### src/rtl/vga_frame_engine.sv
// VGA timing generator with configurable porches, frame counter and a
// frame-aligned light-gun trigger sequencer (shot pulse + flash window).
module vga_frame_engine #(
  parameter int H_ACTIVE     = 640,
  parameter int H_FP         = 16,
  parameter int H_SYNC       = 96,
  parameter int H_BP         = 48,
  parameter int V_ACTIVE     = 480,
  parameter int V_FP         = 10,
  parameter int V_SYNC       = 2,
  parameter int V_BP         = 33,
  parameter int SYNC_POL     = 0,
  parameter int COORD_W      = 10,
  parameter int FRAME_W      = 16,
  parameter int FLASH_FRAMES = 2
) (
  input  logic               clk,
  input  logic               reset,
  input  logic               ce,
  input  logic               trigger,
  output logic               hsync,
  output logic               vsync,
  output logic               valid,
  output logic [COORD_W-1:0] col,
  output logic [COORD_W-1:0] row,
  output logic               line_start,
  output logic               frame_start,
  output logic [FRAME_W-1:0] frame_count,
  output logic               shot,
  output logic               flash_active
);

  localparam int H_TOTAL = H_ACTIVE + H_FP + H_SYNC + H_BP;
  localparam int V_TOTAL = V_ACTIVE + V_FP + V_SYNC + V_BP;
  localparam int CNT_W   = $clog2(FLASH_FRAMES + 1);

  localparam logic [COORD_W-1:0] H_LAST  = COORD_W'(H_TOTAL - 1);
  localparam logic [COORD_W-1:0] V_LAST  = COORD_W'(V_TOTAL - 1);
  localparam logic [COORD_W-1:0] H_ACT   = COORD_W'(H_ACTIVE);
  localparam logic [COORD_W-1:0] V_ACT   = COORD_W'(V_ACTIVE);
  localparam logic [COORD_W-1:0] HS_BEG  = COORD_W'(H_ACTIVE + H_FP);
  localparam logic [COORD_W-1:0] HS_LAST = COORD_W'(H_ACTIVE + H_FP + H_SYNC - 1);
  localparam logic [COORD_W-1:0] VS_BEG  = COORD_W'(V_ACTIVE + V_FP);
  localparam logic [COORD_W-1:0] VS_LAST = COORD_W'(V_ACTIVE + V_FP + V_SYNC - 1);
  localparam logic               POL     = (SYNC_POL != 0);
  localparam logic [CNT_W-1:0]   FL_INIT = CNT_W'(FLASH_FRAMES);
  localparam logic [CNT_W-1:0]   FL_ONE  = CNT_W'(1);

  typedef enum logic [1:0] {
    IDLE,
    PENDING,
    FLASH
  } tstate_t;

  logic [COORD_W-1:0] h;
  logic [COORD_W-1:0] v;
  logic               h_wrap;
  logic               v_wrap;
  logic               at_origin;
  logic               fs_now;
  logic               hs_win;
  logic               vs_win;
  logic               act;

  assign h_wrap    = (h == H_LAST);
  assign v_wrap    = (v == V_LAST);
  assign at_origin = (h == '0) && (v == '0);
  assign fs_now    = ce && at_origin;
  assign hs_win    = (h >= HS_BEG) && (h <= HS_LAST);
  assign vs_win    = (v >= VS_BEG) && (v <= VS_LAST);
  assign act       = (h < H_ACT) && (v < V_ACT);

  always_ff @(posedge clk) begin
    if (reset) begin
      h <= '0;
      v <= '0;
    end else if (ce) begin
      h <= h_wrap ? '0 : h + COORD_W'(1);
      if (h_wrap)
        v <= v_wrap ? '0 : v + COORD_W'(1);
    end
  end

  // Decode registered so every output describes the same pixel.
  always_ff @(posedge clk) begin
    if (reset) begin
      col         <= '0;
      row         <= '0;
      valid       <= 1'b0;
      hsync       <= ~POL;
      vsync       <= ~POL;
      line_start  <= 1'b0;
      frame_start <= 1'b0;
      frame_count <= '0;
    end else begin
      line_start  <= 1'b0;
      frame_start <= 1'b0;
      if (ce) begin
        col         <= h;
        row         <= v;
        valid       <= act;
        hsync       <= hs_win ? POL : ~POL;
        vsync       <= vs_win ? POL : ~POL;
        line_start  <= (h == '0);
        frame_start <= at_origin;
        if (at_origin)
          frame_count <= frame_count + FRAME_W'(1);
      end
    end
  end

  logic sync1;
  logic sync2;
  logic prev;
  logic edge_det;

  always_ff @(posedge clk) begin
    if (reset) begin
      sync1    <= 1'b0;
      sync2    <= 1'b0;
      prev     <= 1'b0;
      edge_det <= 1'b0;
    end else begin
      sync1    <= trigger;
      sync2    <= sync1;
      prev     <= sync2;
      edge_det <= sync2 & ~prev;
    end
  end

  tstate_t          state;
  tstate_t          state_nxt;
  logic [CNT_W-1:0] cnt;
  logic [CNT_W-1:0] cnt_nxt;
  logic             shot_nxt;
  logic             flash_nxt;

  always_ff @(posedge clk) begin
    if (reset)
      state <= IDLE;
    else
      state <= state_nxt;
  end

  always_comb begin
    state_nxt = state;
    unique case (state)
      IDLE:    if (edge_det) state_nxt = PENDING;
      PENDING: if (fs_now) state_nxt = FLASH;
      FLASH:   if (fs_now && cnt == FL_ONE) state_nxt = IDLE;
      default: state_nxt = IDLE;
    endcase
  end

  always_comb begin
    shot_nxt  = 1'b0;
    flash_nxt = flash_active;
    cnt_nxt   = cnt;
    unique case (state)
      IDLE: flash_nxt = 1'b0;
      PENDING: begin
        if (fs_now) begin
          shot_nxt  = 1'b1;
          flash_nxt = 1'b1;
          cnt_nxt   = FL_INIT;
        end
      end
      FLASH: begin
        if (fs_now) begin
          cnt_nxt = cnt - FL_ONE;
          if (cnt == FL_ONE)
            flash_nxt = 1'b0;
        end
      end
      default: flash_nxt = 1'b0;
    endcase
  end

  always_ff @(posedge clk) begin
    if (reset) begin
      shot         <= 1'b0;
      flash_active <= 1'b0;
      cnt          <= '0;
    end else begin
      shot         <= shot_nxt;
      flash_active <= flash_nxt;
      cnt          <= cnt_nxt;
    end
  end

endmodule

### config.mk
export PLATFORM = sky130hd
export DESIGN_NAME = vga_frame_engine
export DESIGN_NICKNAME = d
export VERILOG_FILES = /design/src/rtl/vga_frame_engine.sv
export SDC_FILE = /design/constraint.sdc
export NUM_CORES = 1
export LEC_CHECK = 0
export CAP_MARGIN = 40
export CELL_PAD_IN_SITES_DETAIL_PLACEMENT = 1
export CELL_PAD_IN_SITES_GLOBAL_PLACEMENT = 2
export CORE_ASPECT_RATIO = 1.25
export CORE_MARGIN = 2
export CORE_UTILIZATION = 33
export DETAILED_ROUTE_END_ITERATION = 8
export PLACE_DENSITY_LB_ADDON = 0.1
export SLEW_MARGIN = 0
export SYNTH_ARGS = -nofsm -noshare
export SYNTH_HDL_FRONTEND = slang
export SYNTH_SLANG_ARGS = --single-unit
### constraint.sdc
create_clock -name clk -period 3 [get_ports clk]
set_clock_uncertainty 0.2 [all_clocks]
set_input_delay 0.45 -clock clk [delete_from_list [all_inputs] [get_ports clk]]
set_output_delay 0.45 -clock clk [all_outputs]
set_load 0.02 [all_outputs]
==> metrics.csv <==
stage,metric,value,unit
placed_design,hpwl dp,5693,µm
die,Rows,40,
synthesis,async set-or-reset flop fraction in the synthesized netlist,0,%
critical_path,FF-to-FF End,v[7]$_SDFFE_PP0P_,
synthesis,number of synthesized flops with an enable pin,0,
layout,# diodes,0,
synthesis,Post-Synth Adder-Cell Area,2.707,%
layout,Area Growth Syn to Fin,24.79,%
route,Vias/cell,5.273,
critical_path,"slowest stage delay, CP",0.72,ns
power,share of total power in sequential cells,47.1,%
synthesis,syn_area_per_cell,8.963,µm²
sta,Final TNS setup,0,ns
sta,Final Max Tran Viols,0,
critical_path,crit path max fanout,10,
clock_network,TritonCTS clock tree,built,
min_path,WHS Path Cells,1,
run,max_cap viols,0,
clock_network,postcts setup bufs,0,
layout,final design utilization,42.24,%
die,CORE AREA,9559,µm²
synthesis,Yosys Warn Count,0,
synthesis,sequential-to-total area share from yosys stat,43.93,%
run_status,status,completed,
route,Initial DRT Pass Iterations,4,
sta,setup violators final,0,
grt,vias in the first global route,2893,
min_path,min-delay src,prev$_SDFF_PP0_,
layout,most frequent cells in the layout,"71 x dfxtp_1, 45 x clkdlybuf4s50_1, 34 x nor2_1",
synthesis,XOR/XNOR share of the synthesized area,1.895,%
layout,"most common cell after layout, fill and taps aside",dfxtp_1,
power,Clock power frac,47.1,%
power,part of the power in combinational logic,5.8,%
route,remaining antenna violation count,0,
critical_path,worst path cell trace,ha_1 > nand3_1 > or4_1 > or4_1 > a21oi_1,
critical_path,Worst Reg-to-Reg Cells,5,
route,Wirelength per Cell,15.60,µm
clock_network,CTS Root Cell,clkbuf_16,
route,drc violations,0,
die,I/O pin cnt,47,
synthesis,Synth Register Bits,71,
sta,Slew headroom,65.15,%
synthesis,area share of and/or/nand/nor cells after synthesis,26.22,%
min_path,Hold EP,edge_det$_SDFF_PP0_,
critical_path,Worst path most repeated cell,or4_1,
critical_path,CP Class,register to register,
critical_path,crit path DAT,2.59,ns
clock_network,H-tree depth,3,
sta,final worst-path cycle share,84.13,%
clock_network,Worst-path clk slew,0.05,ns
clock_network,CTS Buffer Depth,2,
clock_network,CTS Buf Count,9,
power,internal power,1.599,mW
sta,final worst setup slack,0.4761,ns
min_path,hold crit path type,register to register,
grt,largest net degree at the start of global routing,36,
layout,layout cells sized above 1,8.395,%
grt,initial antenna violation count,0,
sta,RSZ-0062 raised after global routing,no,
clock_network,Clock Latency Late Sink,0.34,ns
layout,fin nets,413,
grt,first-pass GRT wire length,14190,µm
grt,total gr overflow,0,
synthesis,Mapped Cells,361,
placed_design,RePlAce Congestion,0.7455,
critical_path,Worst EP required,3.07,ns
power,Net Sw Power,463.5,µW
critical_path,Startpoint Class,register,
die,Die W,92.57,µm
route,via count,2800,
clock_network,cts hold-fix bufs,0,
die,DIE HEIGHT,114.7,µm
synthesis,main combinational cell family by area after synthesis,simple AND/OR/NAND/NOR gates,
placed_design,Place WS,0.2118,ns
power,VDD IR max,0.2354,mV
synthesis,mapped cell area,3236,µm²
critical_path,slowest cell on the critical path,or4_1,
power,switching share of power,22.48,%
sta,Max Freq,396.2,MHz
sta,crit path time final,2.524,ns
die,die area,10620,µm²
placed_design,I/O Buffers,46,
sta,final hold vios,0,
power,static leakage,1.398,nW
synthesis,fraction of synthesized area in multiplexers,6.574,%
sta,slew at the pin closest to its max-slew limit,0.5154,ns
critical_path,worst r2r src,h[1]$_SDFFE_PP0P_,
synthesis,"Distinct cells, synth",49,
synthesis,compound-cell area share of the yosys netlist,12.84,%
clock_network,CTS resizes,0,
route,Routed WL,8284,µm
synthesis,Synth Flop Type,dfxtp_1,
route,DR iter-0 viols,53,
grt,Global Route Usage Sum,16.98,%
die,initial core utilization,33.85,%
clock_network,clock sinks,71,
critical_path,Critical Path End Type,register,
power,PD cells,510.8,nW/µm²
synthesis,Syn Nets,372,
critical_path,FF-to-FF setup slack,0.48,ns
[power groups by stage]
stage	clock, mW	combinational, mW	sequential [mW]
2_1_floorplan	0	0.0757	0.996
3_3_place_gp	0	0.119	0.991
3_5_place_dp	0	0.121	0.992
4_1_cts	1.00	0.122	0.971
5_1_grt	1.05	0.135	0.973
6_report	0.971	0.119	0.971
[synth_stat cells (all sizes together), types with 4 or more instances]
cell / number / share of area [%]
a21oi: 25 / 3.9
a31oi: 4 / 0.77
and3: 5 / 1.0
and4: 4 / 1.1
buf: 6 / 1.3
clkbuf: 19 / 3.1
dfxtp: 71 / 44
ha: 7 / 2.7
inv: 12 / 1.4
mux2i: 19 / 5.9
nand2: 14 / 1.6
nand2b: 6 / 1.2
nand3: 13 / 2.0
nand4: 13 / 2.5
nor2: 34 / 3.9
nor2b: 6 / 1.2
nor3: 17 / 2.6
o21ai: 15 / 2.3
o31ai: 12 / 2.8
or3: 9 / 2.0
or4: 15 / 3.5
xnor2: 4 / 1.1
[worst max-delay path: cells and delay by family (launching register included)]
kind,cells,cell delay [ns]
compound gates,1,0.15
fa+ha+maj,1,0.24
simple gates,3,1.46
flops,1,0.40
[registers in the layout, summed over array words and instances, names as in the netlist, 2 cells and up]
register / flops
row: 10
col: 10
v: 10
state: 2
cnt: 2
frame_count: 16
h: 10
[final cells by class]
type                    instances  area (µm²)
fillers                      1113        5522
multi-input cells             253        1625
flip-flops and latches         71        1421
repair buffers                 55       523.0
clock buffers                  13       260.3
well taps                     126       157.7
inverters                      12       45.04
clock inverters                 1       5.005
[cells by family (layout without fill, tap and decap cells)]
family	after synthesis	in the layout
AOI/OAI and AO/OA	67	67
xor gates and xnor gates	7	7
adders and majority gates	7	7
buffers and inverters	37	81
DFF	71	71
muxes	21	21
and+or+nand+nor	151	151
[per-layer routing]
layer / track usage (%) / part of all wire, % / up-vias
met5: 0 / 0 / -
met4: 7.761 / 2.0 / 0
met3: 3.687 / 2.7 / 9
met2: 29.44 / 49 / 36
met1: 20.06 / 46 / 1356
li1: - / - / 1399
[through the flow]
step | hold slack [ns] | cell area (µm²) | power, mW | std cells
after floorplan | 0.1674 | 3236 | 1.072 | 361
after global placement | 0.1764 | 3772 | 1.110 | 517
after detailed placement | 0.1969 | 3772 | 1.113 | 517
after global routing | 0.2102 | 4038 | 2.162 | 531
after CTS | 0.2010 | 4038 | 2.098 | 531
final | 0.2002 | 4038 | 2.062 | 531
[worst max-delay path by stage]
stage | cells after the start | end | from | slack (ns)
4_1_cts | 5 | v[7]$_SDFFE_PP0P_ | h[1]$_SDFFE_PP0P_ | 0.45
3_5_place_dp | 5 | v[7]$_SDFFE_PP0P_ | ce | 0.21
5_1_grt | 5 | v[7]$_SDFFE_PP0P_ | h[1]$_SDFFE_PP0P_ | 0.27
6_report | 5 | v[7]$_SDFFE_PP0P_ | h[1]$_SDFFE_PP0P_ | 0.48
3_3_place_gp | 5 | v[7]$_SDFFE_PP0P_ | ce | 0.23
2_1_floorplan | 6 | v[7]$_SDFFE_PP0P_ | h[5]$_SDFFE_PP0P_ | 0.67
Power figures use the tool's default switching activity.
